`config.mk`:
```
export PLATFORM = sky130hd
export DESIGN_NAME = multi_timer
export DESIGN_NICKNAME = d
export VERILOG_FILES = /design/src/rtl/multi_timer_pkg.sv /design/src/rtl/multi_timer_channel.sv /design/src/rtl/multi_timer.sv
export SDC_FILE = /design/constraint.sdc
export NUM_CORES = 1
export LEC_CHECK = 0
export ABC_AREA = 1
export BUFFER_PORTS_ARGS = -buffer_cell sky130_fd_sc_hd__buf_2
export CAP_MARGIN = 20
export CORE_MARGIN = 4
export CORE_UTILIZATION = 57
export CTS_CLUSTER_DIAMETER = 40
export DETAILED_ROUTE_END_ITERATION = 10
export GPL_ROUTABILITY_DRIVEN = 0
export PLACE_DENSITY = 0.82
export SYNTH_ARGS = -nofsm -noshare
export SYNTH_HDL_FRONTEND = slang
export SYNTH_SLANG_ARGS = --single-unit
```
`constraint.sdc`:
```
create_clock -name clk -period 1.9 [get_ports clk]
set_input_delay 0.095 -clock clk [delete_from_list [all_inputs] [get_ports clk]]
set_output_delay 0.095 -clock clk [all_outputs]
set_load 0.01 [all_outputs]
```
`src/rtl/multi_timer_pkg.sv`:
```
// Shared definitions for the multi-channel down-counting timer.
package multi_timer_pkg;

  typedef enum logic {
    CH_IDLE = 1'b0,
    CH_RUN  = 1'b1
  } ch_state_t;

  localparam logic MODE_ONESHOT  = 1'b0;
  localparam logic MODE_PERIODIC = 1'b1;

endpackage

```
`src/rtl/multi_timer_channel.sv`:
```
// One timer channel: loadable down-counter with one-shot or auto-reload mode.
//
// state   | meaning
// --------+--------------------------------------------------------------
// CH_IDLE | count holds, ticks ignored, no expiry possible
// CH_RUN  | count decrements on each tick; terminal count expires/reloads
module timer_channel
  import multi_timer_pkg::*;
#(
  parameter int WIDTH = 10
) (
  input  logic             clk,
  input  logic             resetn,
  input  logic             tick,
  input  logic             start_enable,
  input  logic [WIDTH-1:0] start_time,
  input  logic             periodic,
  input  logic             stop,
  output logic [WIDTH-1:0] count,
  output logic             active,
  output logic             expired
);

  ch_state_t        state;
  logic [WIDTH-1:0] reload;
  logic             mode;

  // Channel state update; stop beats start, start beats tick, and both
  // strobes suppress any expiry that would have happened on this edge.
  always_ff @(posedge clk or negedge resetn) begin
    if (!resetn) begin
      state   <= CH_IDLE;
      count   <= '0;
      reload  <= '0;
      mode    <= MODE_ONESHOT;
      expired <= 1'b0;
    end else begin
      expired <= 1'b0;
      if (stop) begin
        state <= CH_IDLE;
        count <= '0;
      end else if (start_enable) begin
        if (start_time != '0) begin
          state  <= CH_RUN;
          count  <= start_time;
          reload <= start_time;
          mode   <= periodic;
        end else begin
          state <= CH_IDLE;
          count <= '0;
        end
      end else if (state == CH_RUN && tick) begin
        if (count > WIDTH'(1)) begin
          count <= count - WIDTH'(1);
        end else if (count == WIDTH'(1)) begin
          expired <= 1'b1;
          if (mode == MODE_PERIODIC) begin
            count <= reload;
          end else begin
            count <= '0;
            state <= CH_IDLE;
          end
        end else begin
          // A zero count in RUN cannot be loaded; fall back to IDLE rather
          // than wrap.
          state <= CH_IDLE;
        end
      end
    end
  end

  // Active is a pure decode of the registered state.
  always_comb begin
    active = (state == CH_RUN);
  end

endmodule

```
`src/rtl/multi_timer.sv`:
```
// Multi-channel timer: one free-running prescaler feeding CHANNELS
// independent down-counting channels.
module multi_timer
  import multi_timer_pkg::*;
#(
  parameter int WIDTH          = 10,
  parameter int CHANNELS       = 4,
  parameter int PRESCALE_WIDTH = 8
) (
  input  logic                      clk,
  input  logic                      resetn,
  input  logic [CHANNELS-1:0]       start_enable,
  input  logic [CHANNELS*WIDTH-1:0] start_time,
  input  logic [CHANNELS-1:0]       periodic,
  input  logic [CHANNELS-1:0]       stop,
  input  logic [PRESCALE_WIDTH-1:0] prescale,
  output logic [CHANNELS*WIDTH-1:0] timer,
  output logic [CHANNELS-1:0]       active,
  output logic [CHANNELS-1:0]       expired
);

  logic [PRESCALE_WIDTH-1:0] pre_cnt;
  logic                      tick;

  // Compare with >= so that lowering prescale mid-count never strands the
  // counter above the new terminal value.
  always_comb begin
    tick = (pre_cnt >= prescale);
  end

  // Free-running prescaler; only reset clears it.
  always_ff @(posedge clk or negedge resetn) begin
    if (!resetn) begin
      pre_cnt <= '0;
    end else if (tick) begin
      pre_cnt <= '0;
    end else begin
      pre_cnt <= pre_cnt + PRESCALE_WIDTH'(1);
    end
  end

  for (genvar n = 0; n < CHANNELS; n++) begin : g_ch
    timer_channel #(
      .WIDTH(WIDTH)
    ) u_ch (
      .clk         (clk),
      .resetn      (resetn),
      .tick        (tick),
      .start_enable(start_enable[n]),
      .start_time  (start_time[n*WIDTH +: WIDTH]),
      .periodic    (periodic[n]),
      .stop        (stop[n]),
      .count       (timer[n*WIDTH +: WIDTH]),
      .active      (active[n]),
      .expired     (expired[n])
    );
  end

endmodule

```
==> qor.tcl, run 1 <==
set qor(r2r-start) {g_ch[1].u_ch.count[0]$_DFFE_PN0P_}
set qor(synthCells) 906
set qor(numPortBuffers) 109
set qor(netlist_area_mm2) 0.00626
set qor(row_count) 38
set qor(slew_viol_final) 0
set qor(ir_worst_vdd_uv) 746
set qor(post-synth-top-area-fraction_pct) 40.0
set qor(power.leakage_nw) 4.40
set qor(worst_ep_required_time_ns) 2.16
set qor(critical-path-top-cell-by-count) {sky130_fd_sc_hd__nand2_1}
set qor(final_wirelength_mm) 15.5
set qor(cts_num_sinks) 100
set qor(synth-seq-cells) 100
set qor(holdWs_ns) 0.0129
set qor(netlist-cell-type-count) 37
set qor(total_drc_errors_in_the_routed_layout) 0
set qor(ant_nets) 0
set qor(setup_ws_ns) 0.0477
set qor(num_antenna_cells) 0
set qor(initial_core_util_pct) 58.0
set qor(dp_cells) 1159
set qor(timing.critical_path.from) {g_ch[1].u_ch.count[0]$_DFFE_PN0P_}
set qor(ys_warn_count) 0
set qor(htree_levels) 3
set qor(fin_skew_ns) 0.0138
set qor(layout_cell_share_with_drive_strength_beyond_1_pct) 21.9
set qor(synth.top_cells.by_area) {sky130_fd_sc_hd__dfrtp_1 (40%), sky130_fd_sc_hd__nand2_1 (25%), sky130_fd_sc_hd__nand3_1 (7.9%)}
set qor(detail_route.vias_per_cell) 5.20
set qor(totalNegativeSetupSlack_ns) 0
set qor(first_global_vias) 5625
set qor(critical_path.slowest_cell) {sky130_fd_sc_hd__dfrtp_1}
set qor(final_cell_count_no_fill) 1196
set qor(grt_use_total_pct) 24.4
set qor(die_width_um) 113
set qor(critical_path.n_buffers_inverters) 1
set qor(gr-total-overflow) 0
set qor(area_growth_from_synthesis_to_layout_pct) 22.1
set qor(cts.root.buffer_cell) {sky130_fd_sc_hd__clkbuf_8}
set qor(slew_headroom_pct) 60.2
set qor(avgSynthCellArea_um2) 6.91
set qor(post-synth-top-area-cell) {sky130_fd_sc_hd__dfrtp_1}
set qor(cts.clk_slew.worst_paths_ns) 0.10
set qor(boundaryPins) 110
set qor(critPathTopFamily) {simple AND/OR/NAND/NOR gates}
set qor(final.min_clock_period_ns) 1.85
set qor(final_nets) 1130
set qor(worstPathCellList) {inv_2 > ha_2 > nand3_2 > nor2_4 > nand2_1 > or2_1 > nand3_4 > nand2_4 > nand2_2 > nand2_1}
set qor(worst-slew-pin-transition_ns) 0.595
set qor(post_dr_wirelength_cell_um) 12.9
set qor(synth_fp_nets) 985
set qor(worstSetupEndpointType) {flip-flop}
set qor(cts_tree) {yes}
set qor(synth-seq-area-share_pct) 40.0
set qor(status) {completed}
set qor(maxClockFrequency_mhz) 540
set qor(grt_first_pass_wirelength_mm) 25.6
set qor(detail_route.first_pass.iterations) 6
set qor(drv_cap) 0
set qor(preCtsSetupSlack_ns) 0.00883
set qor(setup_repair_after_global_routing_missed_its_margin) {yes}
set qor(timing_worst_setup_path_type) {flip-flop to flip-flop}
set qor(cp_max_fo) 10
set qor(final_hold_violation_count) 0
set qor(fin_crit_sh_pct) 97.5
set qor(min_path_type) {primary input to flip-flop}
set qor(cellPowerDensity_mw_per_mm2) 1090
set qor(setup_viol_count_final) 0
set qor(total_number_of_vias) 6216
set qor(drt_iter0_markers) 385
set qor(finalPower_mw) 8.37
set qor(area_of_the_core_mm2) 0.0108
set qor(worst_ep_arrival_time_ns) 2.12
set qor(cp_launch_type) {flip-flop}
set qor(die_area_mm2) 0.0127
set qor(timing.critical_path.slowest_cell_delay_ns) 0.43
set qor(grt_antenna_before_repair) 0
set qor(clock_tree.buffer_depth) 2
set qor(largest_net_degree_at_the_start_of_global_routing) 44
set qor(dp_hpwl_mm) 11.6
set qor(min-delay-start) {start_time[5]}
set qor(chipHeight_um) 113
set qor(tritoncts.num_buffers) 9
set qor(clkLatencyLatePin_ns) 0.38
==> cells in the mapped netlist, drive strengths merged <==
master and count:
nor4 8, a21o 1, a21oi 15, o21bai 2
clkinv 1, a21boi 1, or2 3, xor2 16
dfrtp 100, nand3b 5, and3 1, o21ai 17
nor3 5, nand3 105, clkbuf 7, nand4 9
inv 75, nor3b 1, a31oi 1, xnor2 5
nand2 424, ha 17, nor2 69, buf 18
==> stage by stage <==
stage	util [%]	cell area (um2)
floorplan	-	6260
global placement	65.2	7040
detailed placement	65.2	7040
CTS	68.8	7430
global route	70.9	7650
finish	70.9	7650
==> cell usage in the layout (no fill, tap or decap), drive strengths merged, types with 2 or more instances in the layout <==
cell type	n
o21bai	2
clkbuf	10
nand2	424
nor4	8
nor2	69
nor3	5
xor2	16
nand3b	5
dlygate4sd3	13
xnor2	5
o21ai	17
or2	3
nand4	9
clkinv	2
inv	75
a21oi	15
a21boi	2
dfrtp	100
buf	144
bufinv	3
clkinvlp	3
ha	17
nand3	105
==> logic make-up after synthesis <==
group	count (synthesis)	share of synthesized area [%]
compound gates	37	3.32
xor+xnor	21	2.94
fa+ha+maj	17	3.40
buf+inv	101	7.47
flops	100	40.0
simple gates	630	42.9
==> final timing paths <==
check | endpoint | slack, ns | cells after the start
setup / recovery | g_ch[1].u_ch.count[4]$_DFFE_PN0P_ | 0.05 | 10
hold / removal | g_ch[0].u_ch.reload[5]$_DFFE_PN0P_ | 0.01 | 3
setup reg to reg | g_ch[1].u_ch.count[4]$_DFFE_PN0P_ | 0.05 | 10
hold reg to reg | g_ch[2].u_ch.reload[6]$_DFFE_PN0P_ | 0.48 | 2
max in group asynchronous | g_ch[2].u_ch.active$_DFFE_PN0P_ | 1.01 | 3
min in group asynchronous | g_ch[2].u_ch.count[9]$_DFFE_PN0P_ | 0.24 | 2
==> area by class of cell <==
class                      count  area [um2]
clock buffer                  10         138
clock inverter                 6         111
fill                         960        3150
inverter                      76         297
multi-input combinational    706        3440
sequential                   100        2500
tap                          140         175
timing repair buffer         157         972
timing repair inverter         1        7.51
==> routing by layer <==
metal	wire [um]	track usage, %	vias to the layer above
met5	0	0	-
met4	236	7.61	0
met3	669	2.73	17
met2	7520	39.3	181
met1	7060	34.8	2864
li1	-	-	3154
==> worst register-to-register path, stage by stage (launching register included) <==
cell	delay, ns
sky130_fd_sc_hd__dfrtp_1	0.43
sky130_fd_sc_hd__inv_2	0.09
sky130_fd_sc_hd__ha_2	0.20
sky130_fd_sc_hd__nand3_2	0.13
sky130_fd_sc_hd__nor2_4	0.15
sky130_fd_sc_hd__nand2_1	0.09
sky130_fd_sc_hd__or2_1	0.25
sky130_fd_sc_hd__nand3_4	0.12
sky130_fd_sc_hd__nand2_4	0.11
sky130_fd_sc_hd__nand2_2	0.12
sky130_fd_sc_hd__nand2_1	0.06
==> where the power goes <==
group,internal [mW],switching [mW]
Sequential,2.53,0.465
Clock,0.911,0.767
Combinational,1.48,2.21
Total,4.92,3.45
==> state kept, by name, summed over array words and instances (netlist names) <==
| name | cells |
|---|---|
| g_ch.u_ch.active | 4 |
| g_ch.u_ch.expired | 4 |
| g_ch.u_ch.mode | 4 |
| g_ch.u_ch.reload | 40 |
| pre_cnt | 8 |
| g_ch.u_ch.count | 40 |
==> what timing repair did <==
| action | 4_1_cts | 5_1_grt |
|---|---|---|
| hold buffers | 13 | 0 |
| pin swaps | 1 | 13 |
| resized for setup | 0 | 47 |
| endpoints found under the setup margin | 6 | 43 |
| setup buffers | 0 | 5 |
| cloned | 1 | 2 |
| endpoints found under the hold margin | 52 | 0 |
(Power assumes the default switching activity.)
==> inputs of run 2 (changes only) <==
CORE_UTILIZATION = 55   (was 57)
PLACE_DENSITY = 0.8   (was 0.82)
clock period = 1.75 ns   (was 1.9 ns; I/O delays follow)
==> run 2 against run 1 <==
The run now ends with negative setup slack left. First-iteration DRC count increased by 11%. Register-to-register slack lost 0.24 ns. Setup slack got worse by 0.24 ns. Final cell count increased by 2.3%. Largest power group unchanged. Final area increased by 5.8%. Total power increased by 19%. Sequential power up 6%. Die area increased by 3.4%. Routed wire length is 6.0% higher. Hold slack improved by 0.0021 ns. Clock skew fell by 0.0081 ns.
==> qor.tcl, run 2 (same netlist as run 1, synthesis figures left out) <==
set qor(ant_nets) 0 ;# unchanged
set qor(drv_cap) 0 ;# unchanged
set qor(final_nets) 1158 ;# was 1130
set qor(failed_checks) {negative setup slack}
set qor(cts.clk_slew.worst_paths_ns) 0.07 ;# was 0.10 ns
set qor(total_drc_errors_in_the_routed_layout) 0 ;# unchanged
set qor(die_area_mm2) 0.0132 ;# was 0.0127 mm2
set qor(total_number_of_vias) 6344 ;# was 6216
set qor(biggestRegsByFlops) {g_ch.u_ch.count x40, g_ch.u_ch.reload x40, pre_cnt x8} ;# unchanged
set qor(detail_route.first_pass.iterations) 5 ;# was 6
set qor(cp_max_fo) 5 ;# was 10
set qor(holdWs_ns) 0.0151 ;# was 0.0129 ns
set qor(final_hold_violation_count) 0 ;# unchanged
set qor(area_of_the_core_mm2) 0.0110 ;# was 0.0108 mm2
set qor(layout.cells.most_common) {sky130_fd_sc_hd__nand2_1} ;# unchanged
set qor(maxClockFrequency_mhz) 515 ;# was 540 MHz
set qor(boundaryPins) 110 ;# unchanged
set qor(grt_use_total_pct) 24.2 ;# was 24.4%
set qor(largest_net_degree_at_the_start_of_global_routing) 34 ;# was 44
set qor(min_path_type) {primary input to flip-flop} ;# unchanged
set qor(initial_core_util_pct) 57.0 ;# was 58.0%
set qor(status) {finished with violations} ;# was completed
set qor(cts_tree) {yes} ;# unchanged
set qor(power.leakage_nw) 4.64 ;# was 4.40 nW
set qor(slew_viol_final) 0 ;# unchanged
set qor(cts_num_sinks) 100 ;# unchanged
set qor(slew_headroom_pct) 47.8 ;# was 60.2%
set qor(die_width_um) 115 ;# was 113 um
set qor(setup_viol_count_final) 37 ;# was 0
set qor(n_fill_cell) 894 ;# was 960
set qor(totalNegativeSetupSlack_ns) -3.32 ;# was 0 ns
set qor(final_core_util_pct) 73.7 ;# was 70.9%
set qor(area_growth_from_synthesis_to_layout_pct) 29.2 ;# was 22.1%
set qor(detail_route.vias_per_cell) 5.18 ;# was 5.20
set qor(final_wirelength_mm) 16.4 ;# was 15.5 mm
set qor(grt_first_pass_wirelength_mm) 26.0 ;# was 25.6 mm
set qor(gr-total-overflow) 0 ;# unchanged
set qor(worst-slew-pin-transition_ns) 0.781 ;# was 0.595 ns
set qor(htree_levels) 3 ;# unchanged
set qor(row_count) 38 ;# unchanged
set qor(numPortBuffers) 109 ;# unchanged
set qor(dp_hpwl_mm) 12.1 ;# was 11.6 mm
set qor(clock_tree.buffer_depth) 2 ;# unchanged
set qor(fin_skew_ns) 0.00570 ;# was 0.0138 ns
set qor(clkLatencyLatePin_ns) 0.35 ;# was 0.38 ns
set qor(worst_ep_required_time_ns) 2.03 ;# was 2.16 ns
set qor(fin_crit_sh_pct) 111 ;# was 97.5%
set qor(cellPowerDensity_mw_per_mm2) 1230 ;# was 1090 mW/mm2
set qor(num_antenna_cells) 0 ;# unchanged
set qor(first_global_vias) 5830 ;# was 5625
set qor(final.min_clock_period_ns) 1.94 ;# was 1.85 ns
set qor(post_dr_wirelength_cell_um) 13.4 ;# was 12.9 um
set qor(worst_ep_arrival_time_ns) 2.23 ;# was 2.12 ns
set qor(ir_worst_vdd_uv) 848 ;# was 746 uV
set qor(setup_repair_after_global_routing_missed_its_margin) {yes} ;# unchanged
set qor(cp_launch_type) {flip-flop} ;# unchanged
set qor(layout_cell_share_with_drive_strength_beyond_1_pct) 26.0 ;# was 21.9%
set qor(chipHeight_um) 115 ;# was 113 um
set qor(timing_worst_setup_path_type) {flip-flop to flip-flop} ;# unchanged
set qor(tritoncts.num_buffers) 9 ;# unchanged
set qor(cts.root.buffer_cell) {sky130_fd_sc_hd__clkbuf_16} ;# was sky130_fd_sc_hd__clkbuf_8
set qor(worstSetupEndpointType) {flip-flop} ;# unchanged
set qor(layout.cells.most_common_list) {sky130_fd_sc_hd__nand2_1 (394), sky130_fd_sc_hd__buf_2 (108), sky130_fd_sc_hd__dfrtp_1 (100)} ;# was sky130_fd_sc_hd__nand2_1 (401), sky130_fd_sc_hd__buf_2 (108), sky130_fd_sc_hd__dfrtp_1 (100)
set qor(setup_ws_ns) -0.191 ;# was 0.0477 ns
set qor(drt_iter0_markers) 428 ;# was 385
set qor(grt_antenna_before_repair) 0 ;# unchanged
==> run 2: cell count changes in the layout (fill, tap and decap cells not counted), sizes merged <==
cell | before | now
a21boi | 2 | 1
buf | 144 | 182
clkinvlp | 3 | 0
dlygate4sd3 | 13 | 4
clkbuf | 10 | 12
inv | 75 | 76
bufinv | 3 | 2
clkinv | 2 | 3
==> run 2: worst max-delay path, cell delays in order, from the launching register on <==
cell and delay (ns):
sky130_fd_sc_hd__dfrtp_1 0.42, sky130_fd_sc_hd__ha_4 0.29, sky130_fd_sc_hd__nand2_4 0.05, sky130_fd_sc_hd__nor2_4 0.10
sky130_fd_sc_hd__nand4_1 0.16, sky130_fd_sc_hd__nand3_4 0.18, sky130_fd_sc_hd__nand2_4 0.07, sky130_fd_sc_hd__buf_6 0.12
sky130_fd_sc_hd__a21boi_4 0.21, sky130_fd_sc_hd__clkbuf_16 0.19, sky130_fd_sc_hd__nand2_1 0.04, sky130_fd_sc_hd__nand2_1 0.05
==> run 2: layout make-up <==
class                      instances  area, um2  share of cell area, %
clock inverter                     5       75.1                  0.928
inverter                          76        298                   3.68
multi-input combinational        705       3550                   43.9
tap                              140        175                   2.16
timing repair buffer             187       1250                   15.4
clock buffer                      11        243                   3.00
sequential                       100       2500                   30.9
==> run 2: worst paths after layout <==
kind / start / endpoint / slack, ns / cells past startpoint
worst min-delay path: periodic[2] / g_ch[2].u_ch.mode$_DFFE_PN0P_ / 0.02 / 3
worst max register to register: pre_cnt[5]$_DFF_PN0_ / g_ch[0].u_ch.count[5]$_DFFE_PN0P_ / -0.19 / 11
min in group asynchronous: resetn / g_ch[1].u_ch.reload[8]$_DFFE_PN0P_ / 0.24 / 2
worst max-delay path: pre_cnt[5]$_DFF_PN0_ / g_ch[0].u_ch.count[5]$_DFFE_PN0P_ / -0.19 / 11
max in group asynchronous: resetn / g_ch[0].u_ch.count[7]$_DFFE_PN0P_ / 0.84 / 3
worst min register to register: g_ch[3].u_ch.reload[2]$_DFFE_PN0P_ / g_ch[3].u_ch.reload[2]$_DFFE_PN0P_ / 0.47 / 2
==> run 2: stage by stage <==
stage | instance area, um2 | cells | worst slack [ns] | power, mW
2_1_floorplan | 6260 | 906 | 0.0488 | 5.89
3_3_place_gp | 7360 | 1197 | -0.0467 | 7.25
3_5_place_dp | 7360 | 1197 | -0.116 | 7.36
4_1_cts | 7740 | 1218 | -0.0930 | 9.57
5_1_grt | 8090 | 1224 | -0.262 | 10.7
6_report | 8090 | 1224 | -0.191 | 9.95
==> run 2: where the power goes <==
part | switching (mW) | total [mW] | internal (mW)
Clock | 0.858 | 2.14 | 1.29
Combinational | 2.70 | 4.63 | 1.94
Sequential | 0.422 | 3.17 | 2.75
Total | 3.98 | 9.95 | 5.97
==> run 2: metal layers <==
layer,vias up,track usage (%),wire length (um)
li1,3211,-,-
met5,-,0,0
met3,23,3.22,818
met1,2913,32.7,7200
met2,197,40.5,8140
met4,0,8.14,257
==> run 2: timing repair <==
action	4_1_cts	5_1_grt
hold endpoints to repair	31	0
pin swaps	2	20
setup buffers	1	4
gates resized for setup	1	69
hold buffers	4	0
setup endpoints to repair	38	48
cloned	0	2
==> inputs of run 3 (changes only) <==
RECOVER_POWER = 25   (was default)
==> run 3 against run 2 <==
The run still ends with negative setup slack left. Combinational power about the same. Critical path depth did not move. Setup slack gained 0.0084 ns. Non-clock buffer count did not move. Routed wire length fell by 0.38%.
==> qor.tcl, run 3 (same netlist as run 1, synthesis figures left out) <==
set qor(grt_antenna_before_repair) 0 ;# unchanged
set qor(cellPowerDensity_mw_per_mm2) 1230 ;# about the same
set qor(layout_cell_share_with_drive_strength_beyond_1_pct) 25.9 ;# was 26.0%
set qor(fin_crit_sh_pct) 110 ;# was 111%
set qor(area_growth_from_synthesis_to_layout_pct) 28.9 ;# was 29.2%
set qor(total_number_of_vias) 6362 ;# was 6344
set qor(worstPathCellList) {ha_4 > nand2_4 > nor2_4 > nand4_1 > nand3_4 > nand2_4 > buf_6 > a21boi_4 > clkbuf_16 > nand2_1 > nand2_1} ;# unchanged
set qor(holdWs_ns) 0.0158 ;# was 0.0151 ns
set qor(cts_tree) {yes} ;# unchanged
set qor(status) {finished with violations} ;# unchanged
set qor(tritoncts.num_buffers) 9 ;# unchanged
set qor(maxClockFrequency_mhz) 518 ;# was 515 MHz
set qor(post_dr_wirelength_cell_um) 13.4 ;# about the same
set qor(clkLatencyLatePin_ns) 0.35 ;# about the same
set qor(setup_viol_count_final) 37 ;# unchanged
set qor(critical_path.n_buffers_inverters) 2 ;# unchanged
set qor(critical_path.slowest_cell) {sky130_fd_sc_hd__dfrtp_1} ;# unchanged
set qor(final.min_clock_period_ns) 1.93 ;# was 1.94 ns
set qor(drt_iter0_markers) 440 ;# was 428
set qor(num_antenna_cells) 0 ;# unchanged
set qor(worst_ep_arrival_time_ns) 2.22 ;# was 2.23 ns
set qor(reg2reg_slack_ns) -0.18 ;# was -0.19 ns
set qor(chipHeight_um) 115 ;# unchanged
set qor(htree_levels) 3 ;# unchanged
set qor(final_wirelength_mm) 16.4 ;# about the same
set qor(preCtsSetupSlack_ns) -0.116 ;# unchanged
set qor(failed_checks) {negative setup slack} ;# unchanged
set qor(n_fill_cell) 899 ;# was 894
set qor(slew_headroom_pct) 44.5 ;# was 47.8%
set qor(fin_skew_ns) 0.00550 ;# was 0.00570 ns
set qor(clock_tree.buffer_depth) 2 ;# unchanged
set qor(die_area_mm2) 0.0132 ;# unchanged
set qor(cp_max_fo) 5 ;# unchanged
set qor(cts.clk_slew.worst_paths_ns) 0.07 ;# about the same
set qor(cts.root.buffer_cell) {sky130_fd_sc_hd__clkbuf_16} ;# unchanged
set qor(slew_viol_final) 0 ;# unchanged
set qor(dp_cells) 1197 ;# unchanged
set qor(layout.cells.most_common) {sky130_fd_sc_hd__nand2_1} ;# unchanged
set qor(final_cell_count_no_fill) 1224 ;# unchanged
set qor(min_path_type) {primary input to flip-flop} ;# unchanged
set qor(power.leakage_nw) 4.63 ;# was 4.64 nW
set qor(largest_net_degree_at_the_start_of_global_routing) 34 ;# unchanged
set qor(worstSetupEndpointType) {flip-flop} ;# unchanged
set qor(final_nets) 1158 ;# unchanged
set qor(setup_repair_after_global_routing_missed_its_margin) {yes} ;# unchanged
set qor(grt_use_total_pct) 24.2 ;# unchanged
set qor(area_of_the_core_mm2) 0.0110 ;# unchanged
set qor(critPathTopFamily) {simple AND/OR/NAND/NOR gates} ;# unchanged
set qor(ant_nets) 0 ;# unchanged
set qor(timing.critical_path.slowest_cell_delay_ns) 0.42 ;# about the same
set qor(detail_route.vias_per_cell) 5.20 ;# was 5.18
set qor(die_width_um) 115 ;# unchanged
set qor(layout.cells.most_common_list) {sky130_fd_sc_hd__nand2_1 (394), sky130_fd_sc_hd__buf_2 (108), sky130_fd_sc_hd__dfrtp_1 (100)} ;# unchanged
set qor(boundaryPins) 110 ;# unchanged
set qor(cp_launch_type) {flip-flop} ;# unchanged
set qor(first_global_vias) 5830 ;# unchanged
set qor(detail_route.first_pass.iterations) 7 ;# was 5
set qor(grt_first_pass_wirelength_mm) 26.0 ;# unchanged
set qor(biggestRegsByFlops) {g_ch.u_ch.count x40, g_ch.u_ch.reload x40, pre_cnt x8} ;# unchanged
set qor(row_count) 38 ;# unchanged
set qor(ir_worst_vdd_uv) 845 ;# was 848 uV
set qor(initial_core_util_pct) 57.0 ;# unchanged
set qor(totalNegativeSetupSlack_ns) -3.14 ;# was -3.32 ns
set qor(final_hold_violation_count) 0 ;# unchanged
set qor(total_drc_errors_in_the_routed_layout) 0 ;# unchanged
set qor(numPortBuffers) 109 ;# unchanged
set qor(setup_ws_ns) -0.182 ;# was -0.191 ns
set qor(dp_hpwl_mm) 12.1 ;# unchanged
set qor(worst_ep_required_time_ns) 2.03 ;# about the same
set qor(timing_worst_setup_path_type) {flip-flop to flip-flop} ;# unchanged
set qor(cts_num_sinks) 100 ;# unchanged
set qor(drv_cap) 0 ;# unchanged
set qor(gr-total-overflow) 0 ;# unchanged
set qor(worst-slew-pin-transition_ns) 0.832 ;# was 0.781 ns
-- run 3: cell count changes in the layout (fill, tap and decap cells not counted) --
cell / delta
sky130_fd_sc_hd__buf_4: -2
sky130_fd_sc_hd__clkbuf_2: +1
sky130_fd_sc_hd__clkbuf_1: +1
sky130_fd_sc_hd__clkbuf_4: +1
sky130_fd_sc_hd__buf_12: -1
-- run 3: area by class of cell --
| type | count | area, um2 | area share (%) |
|---|---|---|---|
| Tap cell | 140 | 175 | 2.17 |
| Inverter | 76 | 298 | 3.69 |
| Multi-Input combinational cell | 705 | 3550 | 44.0 |
| Clock buffer | 11 | 243 | 3.01 |
| Clock inverter | 5 | 75.1 | 0.930 |
| Sequential cell | 100 | 2500 | 31.0 |
| Timing Repair Buffer | 187 | 1230 | 15.2 |
-- run 3: path summary, 6_finish.rpt --
path                       depth (start not counted)                                 end                                from
hold reg to reg                                    2  g_ch[3].u_ch.reload[2]$_DFFE_PN0P_  g_ch[3].u_ch.reload[2]$_DFFE_PN0P_
max in group asynchronous                          3  g_ch[2].u_ch.reload[6]$_DFFE_PN0P_                              resetn
hold / removal                                     3       g_ch[2].u_ch.mode$_DFFE_PN0P_                         periodic[2]
setup reg to reg                                  11   g_ch[0].u_ch.count[5]$_DFFE_PN0P_                pre_cnt[5]$_DFF_PN0_
setup / recovery                                  11   g_ch[0].u_ch.count[5]$_DFFE_PN0P_                pre_cnt[5]$_DFF_PN0_
min in group asynchronous                          2  g_ch[1].u_ch.reload[8]$_DFFE_PN0P_                              resetn
-- run 3: per-layer routing --
| layer | GRT usage [%] | wire length, um |
|---|---|---|
| met5 | 0 | 0 |
| met2 | 40.5 | 8110 |
| met1 | 32.7 | 7070 |
| met4 | 8.14 | 284 |
| met3 | 3.22 | 886 |
-- run 3: power breakdown --
part,switching [mW],internal (mW),total [mW]
sequential,0.422,2.75,3.17
combinational,2.69,1.93,4.62
clock,0.861,1.29,2.15
-- run 3: repair_timing --
action | 4_1_cts | 5_1_grt
buffers inserted | 1 | 4
pin swaps | 2 | 20
resized for setup | 1 | 69
cloned | 0 | 2
setup endpoints to repair | 38 | 48
hold buffers | 4 | 0
endpoints found under the hold margin | 31 | 0
-- run 3: worst register-to-register path, delay by kind of cell, from the launching register on --
kind / cells / cell delay (ns)
and+or+nand+nor: 7 / 0.65
DFF: 1 / 0.42
buffers and inverters: 2 / 0.30
adders and majority gates: 1 / 0.29
AOI/OAI and AO/OA: 1 / 0.21
-- run 3: through the flow --
stage               instance area, um2  util (%)  power, mW
finish                            8070      73.5       9.94
global route                      8070      73.5       10.7
CTS                               7740      70.5       9.57
detailed placement                7360      67.0       7.36
global placement                  7360      67.0       7.25
floorplan                         6260         -       5.89
